$ cat config.mk
export PLATFORM = sky130hd
export DESIGN_NAME = wb_arbiter
export DESIGN_NICKNAME = d
export VERILOG_FILES = /design/src/rtl/wb_arbiter_pkg.sv /design/src/rtl/wb_src_buf.sv /design/src/rtl/wb_arbiter.sv
export SDC_FILE = /design/constraint.sdc
export NUM_CORES = 1
export LEC_CHECK = 0
export BUFFER_PORTS_ARGS = -buffer_cell sky130_fd_sc_hd__buf_2
export CORE_ASPECT_RATIO = 0.9
export CORE_MARGIN = 10
export CORE_UTILIZATION = 60
export CTS_CLUSTER_DIAMETER = 80
export DETAILED_ROUTE_END_ITERATION = 7
export GPL_TIMING_DRIVEN = 0
export PLACE_DENSITY = 0.87
export SKIP_LAST_GASP = 1
export SLEW_MARGIN = 0
export SYNTH_ARGS = -nofsm -noshare
export SYNTH_HDL_FRONTEND = slang
export SYNTH_SLANG_ARGS = --single-unit
export TNS_END_PERCENT = 100
$ cat constraint.sdc
create_clock -name clk -period 7.7 [get_ports clk]
set_input_delay 1.155 -clock clk [delete_from_list [all_inputs] [get_ports clk]]
set_output_delay 1.155 -clock clk [all_outputs]
set_load 0.02 [all_outputs]
$ cat src/rtl/wb_arbiter_pkg.sv
// Shared types for the writeback arbiter: source indices, widths and the buffer entry.
// Data width follows the global GRLEN macro (32 if not supplied by the build).
`ifndef GRLEN
`define GRLEN 32
`endif

package wb_arbiter_pkg;

  localparam int unsigned DATA_W  = `GRLEN;
  localparam int unsigned RD_W    = 5;
  localparam int unsigned NUM_REG = 32;
  localparam int unsigned NUM_SRC = 3;

  typedef enum logic [1:0] {
    SRC_LSU = 2'd0,
    SRC_MDU = 2'd1,
    SRC_ALU = 2'd2
  } src_e;

  typedef struct packed {
    logic              full;
    logic [RD_W-1:0]   rd;
    logic [DATA_W-1:0] data;
  } wb_entry_t;

  // Round-robin successor: LSU -> MDU -> ALU -> LSU
  function automatic src_e next_src(input src_e s);
    case (s)
      SRC_LSU: return SRC_MDU;
      SRC_MDU: return SRC_ALU;
      default: return SRC_LSU;
    endcase
  endfunction

endpackage

$ cat src/rtl/wb_src_buf.sv
// One-entry result buffer for a single writeback source.
// Accepts whenever empty or being drained; rd==0 entries self-drain without a grant.
module wb_src_buf
  import wb_arbiter_pkg::*;
(
  input  logic              clk,
  input  logic              resetn,
  input  logic              valid,
  input  logic [RD_W-1:0]   rd,
  input  logic [DATA_W-1:0] data,
  input  logic              grant,
  output logic              ready_c,
  output wb_entry_t         entry
);

  logic drain_c;

  assign drain_c = entry.full & (grant | (entry.rd == '0));
  assign ready_c = !entry.full | drain_c;

  always_ff @(posedge clk or negedge resetn) begin
    if (!resetn) begin
      entry <= '0;
    end else if (valid && ready_c) begin
      entry <= '{full: 1'b1, rd: rd, data: data};
    end else if (drain_c) begin
      entry <= '0;
    end
  end

endmodule

$ cat src/rtl/wb_arbiter.sv
// Writeback arbiter: three buffered sources, round-robin onto two register-file write ports.
// Define WB_STALL_CNT_EN to build the arbitration stall counter; otherwise stall_cnt is 0.
module wb_arbiter
  import wb_arbiter_pkg::*;
(
  input  logic                clk,
  input  logic                resetn,
  input  logic                lsu_valid,
  output logic                lsu_ready,
  input  logic [RD_W-1:0]     lsu_rd,
  input  logic [DATA_W-1:0]   lsu_data,
  input  logic                mdu_valid,
  output logic                mdu_ready,
  input  logic [RD_W-1:0]     mdu_rd,
  input  logic [DATA_W-1:0]   mdu_data,
  input  logic                alu_valid,
  output logic                alu_ready,
  input  logic [RD_W-1:0]     alu_rd,
  input  logic [DATA_W-1:0]   alu_data,
  output logic                wen1,
  output logic [RD_W-1:0]     waddr1,
  output logic [DATA_W-1:0]   wdata1,
  output logic                wen2,
  output logic [RD_W-1:0]     waddr2,
  output logic [DATA_W-1:0]   wdata2,
  output logic [NUM_REG-1:0]  pend_mask,
  output logic [31:0]         stall_cnt
);

  logic [NUM_SRC-1:0] vld;
  logic [NUM_SRC-1:0] rdy;
  logic [NUM_SRC-1:0] grant;
  logic [NUM_SRC-1:0] cand;
  logic [RD_W-1:0]    in_rd   [NUM_SRC];
  logic [DATA_W-1:0]  in_data [NUM_SRC];
  wb_entry_t          ent     [NUM_SRC];

  src_e rr, rr_nxt, idx, last;
  src_e ord [NUM_SRC];
  logic found1, found2, blocked, stall_c;
  logic [RD_W-1:0]   p1_rd, p2_rd;
  logic [DATA_W-1:0] p1_data, p2_data;

  assign vld = {alu_valid, mdu_valid, lsu_valid};
  assign in_rd[SRC_LSU]   = lsu_rd;
  assign in_rd[SRC_MDU]   = mdu_rd;
  assign in_rd[SRC_ALU]   = alu_rd;
  assign in_data[SRC_LSU] = lsu_data;
  assign in_data[SRC_MDU] = mdu_data;
  assign in_data[SRC_ALU] = alu_data;

  assign lsu_ready = rdy[SRC_LSU];
  assign mdu_ready = rdy[SRC_MDU];
  assign alu_ready = rdy[SRC_ALU];

  for (genvar i = 0; i < NUM_SRC; i++) begin : g_buf
    wb_src_buf u_buf (
      .clk     (clk),
      .resetn  (resetn),
      .valid   (vld[i]),
      .rd      (in_rd[i]),
      .data    (in_data[i]),
      .grant   (grant[i]),
      .ready_c (rdy[i]),
      .entry   (ent[i])
    );
    assign cand[i] = ent[i].full & (ent[i].rd != '0);
  end

  // Pending-write mask from buffer contents only; r0 never reported
  always_comb begin
    pend_mask = '0;
    for (int i = 0; i < NUM_SRC; i++) begin
      if (ent[i].full) pend_mask[ent[i].rd] = 1'b1;
    end
    pend_mask[0] = 1'b0;
  end

  // Scan from rr; a same-rd second candidate blocks the scan rather than being skipped
  always_comb begin
    ord[0]  = rr;
    ord[1]  = next_src(rr);
    ord[2]  = next_src(next_src(rr));
    idx     = rr;
    last    = rr;
    found1  = 1'b0;
    found2  = 1'b0;
    blocked = 1'b0;
    grant   = '0;
    p1_rd   = '0;
    p1_data = '0;
    p2_rd   = '0;
    p2_data = '0;
    for (int j = 0; j < NUM_SRC; j++) begin
      idx = ord[j];
      if (cand[idx]) begin
        if (!found1) begin
          found1     = 1'b1;
          grant[idx] = 1'b1;
          last       = idx;
          p1_rd      = ent[idx].rd;
          p1_data    = ent[idx].data;
        end else if (!found2 && !blocked) begin
          if (ent[idx].rd != p1_rd) begin
            found2     = 1'b1;
            grant[idx] = 1'b1;
            last       = idx;
            p2_rd      = ent[idx].rd;
            p2_data    = ent[idx].data;
          end else begin
            blocked = 1'b1;
          end
        end
      end
    end
    rr_nxt  = found1 ? next_src(last) : rr;
    stall_c = |(cand & ~grant);
  end

  always_ff @(posedge clk or negedge resetn) begin
    if (!resetn) begin
      rr     <= SRC_LSU;
      wen1   <= 1'b0;
      waddr1 <= '0;
      wdata1 <= '0;
      wen2   <= 1'b0;
      waddr2 <= '0;
      wdata2 <= '0;
    end else begin
      rr     <= rr_nxt;
      wen1   <= found1;
      waddr1 <= p1_rd;
      wdata1 <= p1_data;
      wen2   <= found2;
      waddr2 <= p2_rd;
      wdata2 <= p2_data;
    end
  end

`ifdef WB_STALL_CNT_EN
  always_ff @(posedge clk or negedge resetn) begin
    if (!resetn) begin
      stall_cnt <= '0;
    end else if (stall_c) begin
      stall_cnt <= stall_cnt + 32'd1;
    end
  end
`else
  assign stall_cnt = '0;
  logic unused_stall;
  assign unused_stall = stall_c;
`endif

endmodule

==> impl_results.md, run 1 <==
- Die W: 167.1 µm
- PD cells: between 500 and 600 nW/µm²
- Fill cells: 1397
- Post-CTS sizing: 0
- EDFF count, synth: 0
- Yosys top cell by area: dfrtp_1
- PortBufs: about 230
- Post-DP HPWL: 30360 µm
- Remaining global-route overflow: 0
- Worst setup path startpoint: g_buf[2].u_buf.entry[32]$_DFFE_PN0P_
- Share of the synthesized area in the top cell type: slightly above 40%
- CP Data Required Time: 6.55 ns
- DRC: 0
- Setup violations, final: 0
- Core area: between 15000 and 20000 µm²
- RR Startpoint: g_buf[2].u_buf.entry[32]$_DFFE_PN0P_
- Sequential fraction of the synthesis area: 41.10%
- Final Critical Period: 5.012 ns
- Register area: between 4000 and 5000 µm²
- Most common cell on crit path: a21boi_0
- Post-synthesis register bit count: 192
- Share of layout cells above drive strength 1: between 20% and 30%
- Top delay family on crit path: compound AO/OA/AOI/OAI gates
- WL final: around 42000 µm
- Max-cap violation count: 0
- Leakage Power: ~6.7 nW
- Die height: ~150 µm
- Min-delay src: g_buf[2].u_buf.entry[13]$_DFFE_PN0P_
- Via/cell ratio: around 6.7
- Fin area: around 14000 µm²
- CP Cell Sequence: clkbuf_1 > nor2_1 > a21boi_0 > a32oi_1 > a21boi_0 > o221ai_2 > o2111a_2 > a31oi_1 > nand2b_1 > buf_2
- Max clock buf depth: 2
- Synth unique cells: between 70 and 80
- Skew-Pair Late Insertion Delay: ~0.45 ns
- Startpoint types: flop
- H-tree level count: 4
- Critical path capture point type: output pin
- Buf+Inv Stages, Crit Path: 2
- First-pass GRT wire length: 64870 µm
- Worst-path clk slew: 0.08 ns
- Unrepaired setup endpoints after global routing: false
- 1st-pass router iterations: 7
- CTS tree: yes
- Site Rows: 48
- Final setup TNS: 0 ns
- Skew final: around 0.014 ns
- Total CTS buffers: 17
- Number of buffers added for setup after CTS: 0
- Syn avg cell area: 9.351 µm²
- Routed WL per cell: 23.38 µm
- Worst-margin pin slew: between 1 and 1.5 ns
- Slowest CP cell: a21boi_0
- Synth warn: 0
- Setup CP Type: flop to output pin
- Final period util: approximately two thirds
- Vias in the first global route: about 12000
- Final worst setup slack: approximately 2.7 ns
- Synth top cells by count: 192 x dfrtp_1, 155 x nand2_1, 112 x mux2i_1
- Pre-CTS WS: around 3.3 ns
- Initial antenna violation count: 1
- Overall routing resource usage: between 30% and 40%
- Initial core utilization: slightly above 60%
- Cell Area, Synth: 11690 µm²
- F_max: ~200 MHz
- Fin. Hold Viols: 0
- Post-synth ARST share: between 90% and 100%
- Placement Cell Area: approximately 13000 µm²
- NumNets Final: approximately 1600
- Slew Viols, Final: 0
- Main synth FF type: dfrtp_1
- Hold_buf cts: 0
- CTS sink count: about 190
- Worst vdd ir: 0.3026 mV
- Area Growth Syn to Fin: 18.71%
- Io pins: between 200 and 300
- Starting DRT DRC Count: 1827
- Slew headroom: between 20% and 30%
- Crit Path Max Fanout: 9
- Most frequent cell after synthesis: dfrtp_1
- Worst hold slack: approximately 0.56 ns
- Die ar.: 25470 µm²
- Root buf cell: clkbuf_16
- GPL Wtd Cong: ~0.97
- DRT antenna net count: 0
- Synth Instances: 1250
- Hold Crit Class: flop to flop
- Status: finished, final reports clean
- Arrival @ worst endpoint: slightly below 4 ns
- Area contributors post-synth: dfrtp_1 41%, mux2i_1 9.6%, a22o_1 8.1%
- Largest net degree at the start of global routing: roughly 100
- Vias: between 10000 and 15000
- Multi-input logic area: 6127 µm²
- Crit-path max cell delay: 0.72 ns
[where the power goes]
part           internal [mW]  switching, mW  leakage (nW)
registers               1.39          0.319          2.43
clock network          0.440          0.452         0.281
logic                   1.47           2.90          3.97
[worst reg2reg max path: stages, from the launching register on]
cell and delay [ns]:
dfrtp_1 0.32, clkbuf_1 0.37, nor2_1 0.17, a21boi_0 0.72
a32oi_1 0.34, a21boi_0 0.36, o221ai_2 0.19, o2111ai_1 0.17
nor3_1 0.15, o41ai_4 0.89, buf_6 0.28, a22o_1 0.16
[layout by cell type (no fill, tap or decap), drive strengths merged, types with 3 or more instances in the layout]
cell type	count
xor2	4
buf	311
nand2b	7
dfrtp	192
o31ai	4
o2bb2ai	3
clkbuf	90
nor3	4
nor3b	12
nor2	95
a32o	5
a32oi	39
and3b	9
nand2	156
a21boi	7
nand3	6
o21ai	80
mux2i	112
nand3b	3
clkinv	7
and3	7
o21a	6
conb	33
a31oi	3
or3	4
a311oi	31
a22oi	31
a22o	108
inv	14
nor2b	34
o221ai	4
a21o	5
a21oi	73
[per-stage QoR]
step	utilization (%)	std cells	power, mW
floorplan	-	1282	4.591
global placement	69.15	1757	5.767
detailed placement	69.34	1758	5.881
CTS	72.41	1790	6.792
global route	72.43	1791	7.310
finish	72.43	1791	6.980
[registers in the layout (all words and copies together) (netlist names)]
| name | count |
|---|---|
| g_buf.u_buf.entry | 114 |
| rr | 2 |
| waddr1 | 5 |
| waddr2 | 5 |
| wdata1 | 32 |
| wdata2 | 32 |
| wen1 | 1 |
| wen2 | 1 |
[metal layers]
layer	up-vias	GRT usage (%)	part of all wire (%)
li1	5098	-	-
met1	5724	41.32	38
met2	982	46.50	45
met3	171	9.180	13
met4	0	13.79	4.3
met5	-	0	0
[final timing paths]
path | to | slack [ns] | depth (start not counted)
setup reg to reg | g_buf[0].u_buf.entry[30]$_DFFE_PN0P_ | 3.49 | 11
hold reg to reg | g_buf[2].u_buf.entry[13]$_DFFE_PN0P_ | 0.56 | 1
min in group asynchronous | g_buf[2].u_buf.entry[5]$_DFFE_PN0P_ | 0.72 | 1
max in group asynchronous | rr[1]$_DFFE_PN0P_ | 5.99 | 2
setup / recovery | alu_ready | 2.69 | 10
hold / removal | g_buf[2].u_buf.entry[13]$_DFFE_PN0P_ | 0.56 | 1
[cells by family after synthesis]
logic type             Yosys count  share of synthesized area [%]
buffers and inverters          166                          7.504
flip-flops                     192                          41.10
AND/OR/NAND/NOR                343                          13.38
XOR/XNOR                         6                         0.4496
other                            1                        0.03208
multiplexers                   114                          9.784
AO/OA/AOI/OAI                  428                          27.75
[area by class of cell]
| cell class | instances | share of cell area, % |
|---|---|---|
| multi-input cells | 924 | 44.16 |
| well taps | 250 | 2.254 |
| flip-flops and latches | 192 | 34.63 |
| clock buffers | 18 | 3.165 |
| repair buffers | 226 | 8.386 |
| clock inverters | 14 | 1.073 |
| plain buffers | 157 | 6.078 |
| diodes | 1 | 0.01803 |
| inverters | 9 | 0.2435 |
Power figures use the tool's default switching activity.
==> inputs of run 2 (changes only) <==
ABC_AREA = 1   (was unset)
CORE_UTILIZATION = 55   (was 60)
PLACE_DENSITY = 0.81   (was 0.87)
clock period = 4.8 ns   (was 7.7 ns; I/O delays follow)
==> impl_results.md, run 2 <==
- CTS sink count: 192 (unchanged)
- Worst vdd ir: 0.3938 mV (+30%)
- Share of layout cells above drive strength 1: 19.47% (-3.1 points)
- Synth Area in Simple Gates: 31.92% (+19 points)
- Vias in the first global route: 12332 (+7.2%)
- Number of buffers added for setup after CTS: 0 (unchanged)
- Share of the synthesized area in the top cell type: 42.88% (+1.8 points)
- Vias: 13010 (+8.6%)
- Syn avg cell area: 7.285 µm² (-22%)
- Final worst setup slack: 0.6241 ns (-2.064 ns)
- Final period util: between 80% and 90%
- Switch share: 55.19% (+2.6 points)
- RR Startpoint: g_buf[1].u_buf.entry[34]$_DFFE_PN0P_
- Die W: 170.5 µm (+2.0%)
- Top reg by flops: g_buf.u_buf.entry
- Worst setup path startpoint: g_buf[0].u_buf.entry[34]$_DFFE_PN0P_
- Die ar.: 26490 µm² (+4.0%)
- Worst hold slack: 0.2386 ns (-0.3231 ns)
- Clock Power Share: 13.5% (+0.7 points)
- Fin area: 13390 µm² (-3.5%)
- WL final: 44670 µm (+6.7%)
- Area contributors post-synth: dfrtp_1 43%, nand2_1 17%, nand3_1 9.7%
- NumNets Final: 1931 (+18%)
- Largest family of logic cells by synthesized area: simple AND/OR/NAND/NOR gates
- PD cells: 812.9 nW/µm² (+62%)
- Die height: 155.4 µm (+2.0%)
- Fin. Hold Viols: 0 (unchanged)
- Post-synthesis register bit count: 192 (unchanged)
- Fill cells: 1743 (+25%)
- Setup violations, final: 0 (unchanged)
- Max reg flops: 114 (unchanged)
- 1st-pass router iterations: 6 (-1)
- Skew-Pair Late Insertion Delay: 0.46 ns (about the same)
- H-tree level count: 4 (unchanged)
- Routed WL per cell: 21.44 µm (-8.3%)
- Status: finished, final reports clean
- Leakage Power: 6.825 nW (+2.1%)
- Max clock buf depth: 2 (unchanged)
- Adder-cell share of the synthesized area: 0% (unchanged)
- Initial antenna violation count: 0 (-1)
- Compound-Gate Fraction of Synth Area: 15.86% (-12 points)
- Synth top cells by count: 495 x nand2_1, 218 x nand3_1, 192 x dfrtp_1
- Synth unique cells: 36 (-53%)
- Combinational fraction of design power: 61.6% (-1.1 points)
- Core area: 19990 µm² (+4.3%)
- Biggest regs: g_buf.u_buf.entry x114, wdata1 x32, wdata2 x32
- Site Rows: 49 (+2.1%)
- Largest net degree at the start of global routing: 98 (-5.8%)
- CP Cell Sequence: inv_2 > nand3_2 > nand2_1 > nand2_1 > nand3_1 > nor2_4 > nand2_1 > nand2_1 > nand2_1 > nand2_1 > nand2_1 > o21bai_1 > nand2_1 > nand2_1 > nand2_2 > buf_2 > buf_2
- Hold_buf cts: 0 (unchanged)
- Main synth FF type: dfrtp_1
- Net Switching: 6.009 mW (+64%)
- Io pins: 259 (unchanged)
- Area Growth Syn to Fin: 19.54%
- Post-synthesis mux area share: 0% (-9.8 points)
- Synth warn: 0 (unchanged)
- Cell Area, Synth: 11200 µm² (-4.1%)
- Most frequent cell after synthesis: nand2_1
- CTS tree: yes
- GPL Wtd Cong: 0.9775 (+0.28%)
- Post-DP HPWL: 32620 µm (+7.5%)
- Startpoint types: flop
- Worst-path clk slew: 0.08 ns (about the same)
- Commonest cells after routing, fill and taps aside: 495 x nand2_1, 247 x buf_2, 218 x nand3_1
- Unrepaired setup endpoints after global routing: false
- Most common cell on crit path: nand2_1
- Via/cell ratio: 6.246 (-6.6%)
- Skew final: 0.01796 ns (+0.004042 ns)
- Remaining global-route overflow: 0 (unchanged)
- Setup CP Type: flop to output pin
- First-pass GRT wire length: 68970 µm (+6.3%)
- Max-cap violation count: 0 (unchanged)
- Crit Path Max Fanout: 10 (+1)
- Worst-margin pin slew: 1.260 ns (+0.1987 ns)
- Starting DRT DRC Count: 2213 (+21%)
- Placement Cell Area: 12810 µm² (-3.6%)
- DRC: 0 (unchanged)
- Arrival @ worst endpoint: 3.46 ns (-0.40 ns)
- Critical path capture point type: output pin
- Post-synth ARST share: 100.0% (unchanged)
- R2R cell count: 12 (+1)
- Crit-path max cell delay: 0.59 ns (-0.13 ns)
- Pwr Total: 10.89 mW (+56%)
- Share of power burned in registers: 25.0% (+0.5 points)
- F_max: 239.5 MHz
- Yosys top cell by area: dfrtp_1
- Hold Crit Class: primary input to asynchronous set/reset pin
- ANT cells: 0 (-1)
- Slew Viols, Final: 0 (unchanged)
- Root buf cell: clkbuf_16
- DRT antenna net count: 0 (unchanged)
- Commonest non-fill, non-tap cell in the layout: nand2_1
- Synth Instances: 1538 (+23%)
- Pre-CTS WS: 1.263 ns (-2.032 ns)
- Slowest CP cell: dfrtp_1
- CP Data Required Time: 4.08 ns (-2.47 ns)
- EDFF count, synth: 0 (unchanged)
- Post-synthesis xor/xnor area fraction: 0% (-0.45 points)
- Sequential fraction of the synthesis area: 42.88% (+1.8 points)
- Final Critical Period: between 4 and 5 ns
- Total CTS buffers: 17 (unchanged)
- R2r endpoint: wdata2[9]$_DFF_PN0_
- PortBufs: 225 (unchanged)
- Initial core utilization: 56.06% (-5.0 points)
- Flop-to-flop setup slack: 1.26 ns (-2.23 ns)
- Int Power: 4.879 mW (+48%)
- Post-CTS sizing: 0 (unchanged)
- Overall routing resource usage: 32.76% (+1.5 points)
- Slew headroom: 15.33% (-14 points)
-- run 2: cell type report --
type,instances,area (µm²),share of cell area [%]
Multi-Input combinational cell,1159,5477,40.89
Sequential cell,192,4805,35.87
Timing Repair Buffer,226,1164,8.688
Buffer,143,753.2,5.624
Clock buffer,18,439.2,3.279
Tap cell,255,319.1,2.382
Inverter,76,290.3,2.167
Clock inverter,14,147.6,1.102
-- run 2: logic make-up after synthesis --
logic type | Yosys count
simple gates | 830
buf+inv | 219
other cells | 1
flops | 192
compound gates | 296
-- run 2: how the worst max path moves through the flow --
stage	endpoint	slack, ns	cells after the start
2_1_floorplan	lsu_ready	2.00	17
3_3_place_gp	wdata2[3]$_DFF_PN0_	-0.08	1
3_5_place_dp	lsu_ready	1.26	17
4_1_cts	lsu_ready	0.77	17
5_1_grt	lsu_ready	0.49	17
6_report	lsu_ready	0.62	17
-- run 2: layer usage --
layer | vias to the layer above | wire (µm) | global-route usage, %
met5 | - | 0 | 0
met3 | 180 | 6119 | 8.500
met2 | 1078 | 19510 | 49.68
met1 | 6055 | 17310 | 44.04
li1 | 5697 | - | -
met4 | 0 | 1728 | 12.44
-- run 2: power groups by stage --
stage | clock [mW] | sequential [mW] | combinational (mW)
after floorplan | 0 | 2.87 | 4.02
after global placement | 0 | 2.69 | 6.32
after detailed placement | 0 | 2.71 | 6.41
after CTS | 1.47 | 2.69 | 6.45
after global routing | 1.52 | 2.76 | 7.16
final | 1.47 | 2.72 | 6.70
-- run 2: worst max-delay path: cells and delay by family (launching register included) --
| family | cells | cell delay [ns] |
|---|---|---|
| buffers and inverters | 3 | 0.61 |
| DFF | 1 | 0.59 |
| AOI/OAI and AO/OA | 1 | 0.25 |
| and+or+nand+nor | 13 | 1.54 |
-- run 2: metrics by stage --
| stage | util (%) | std cells | setup TNS (ns) |
|---|---|---|---|
| after CTS | 67.02 | 2083 | 0 |
| after global routing | 67.02 | 2083 | 0 |
| final | 67.02 | 2083 | 0 |
| after floorplan | - | 1570 | 0 |
| after detailed placement | 64.08 | 2051 | 0 |
| after global placement | 63.89 | 2050 | -9.700 |
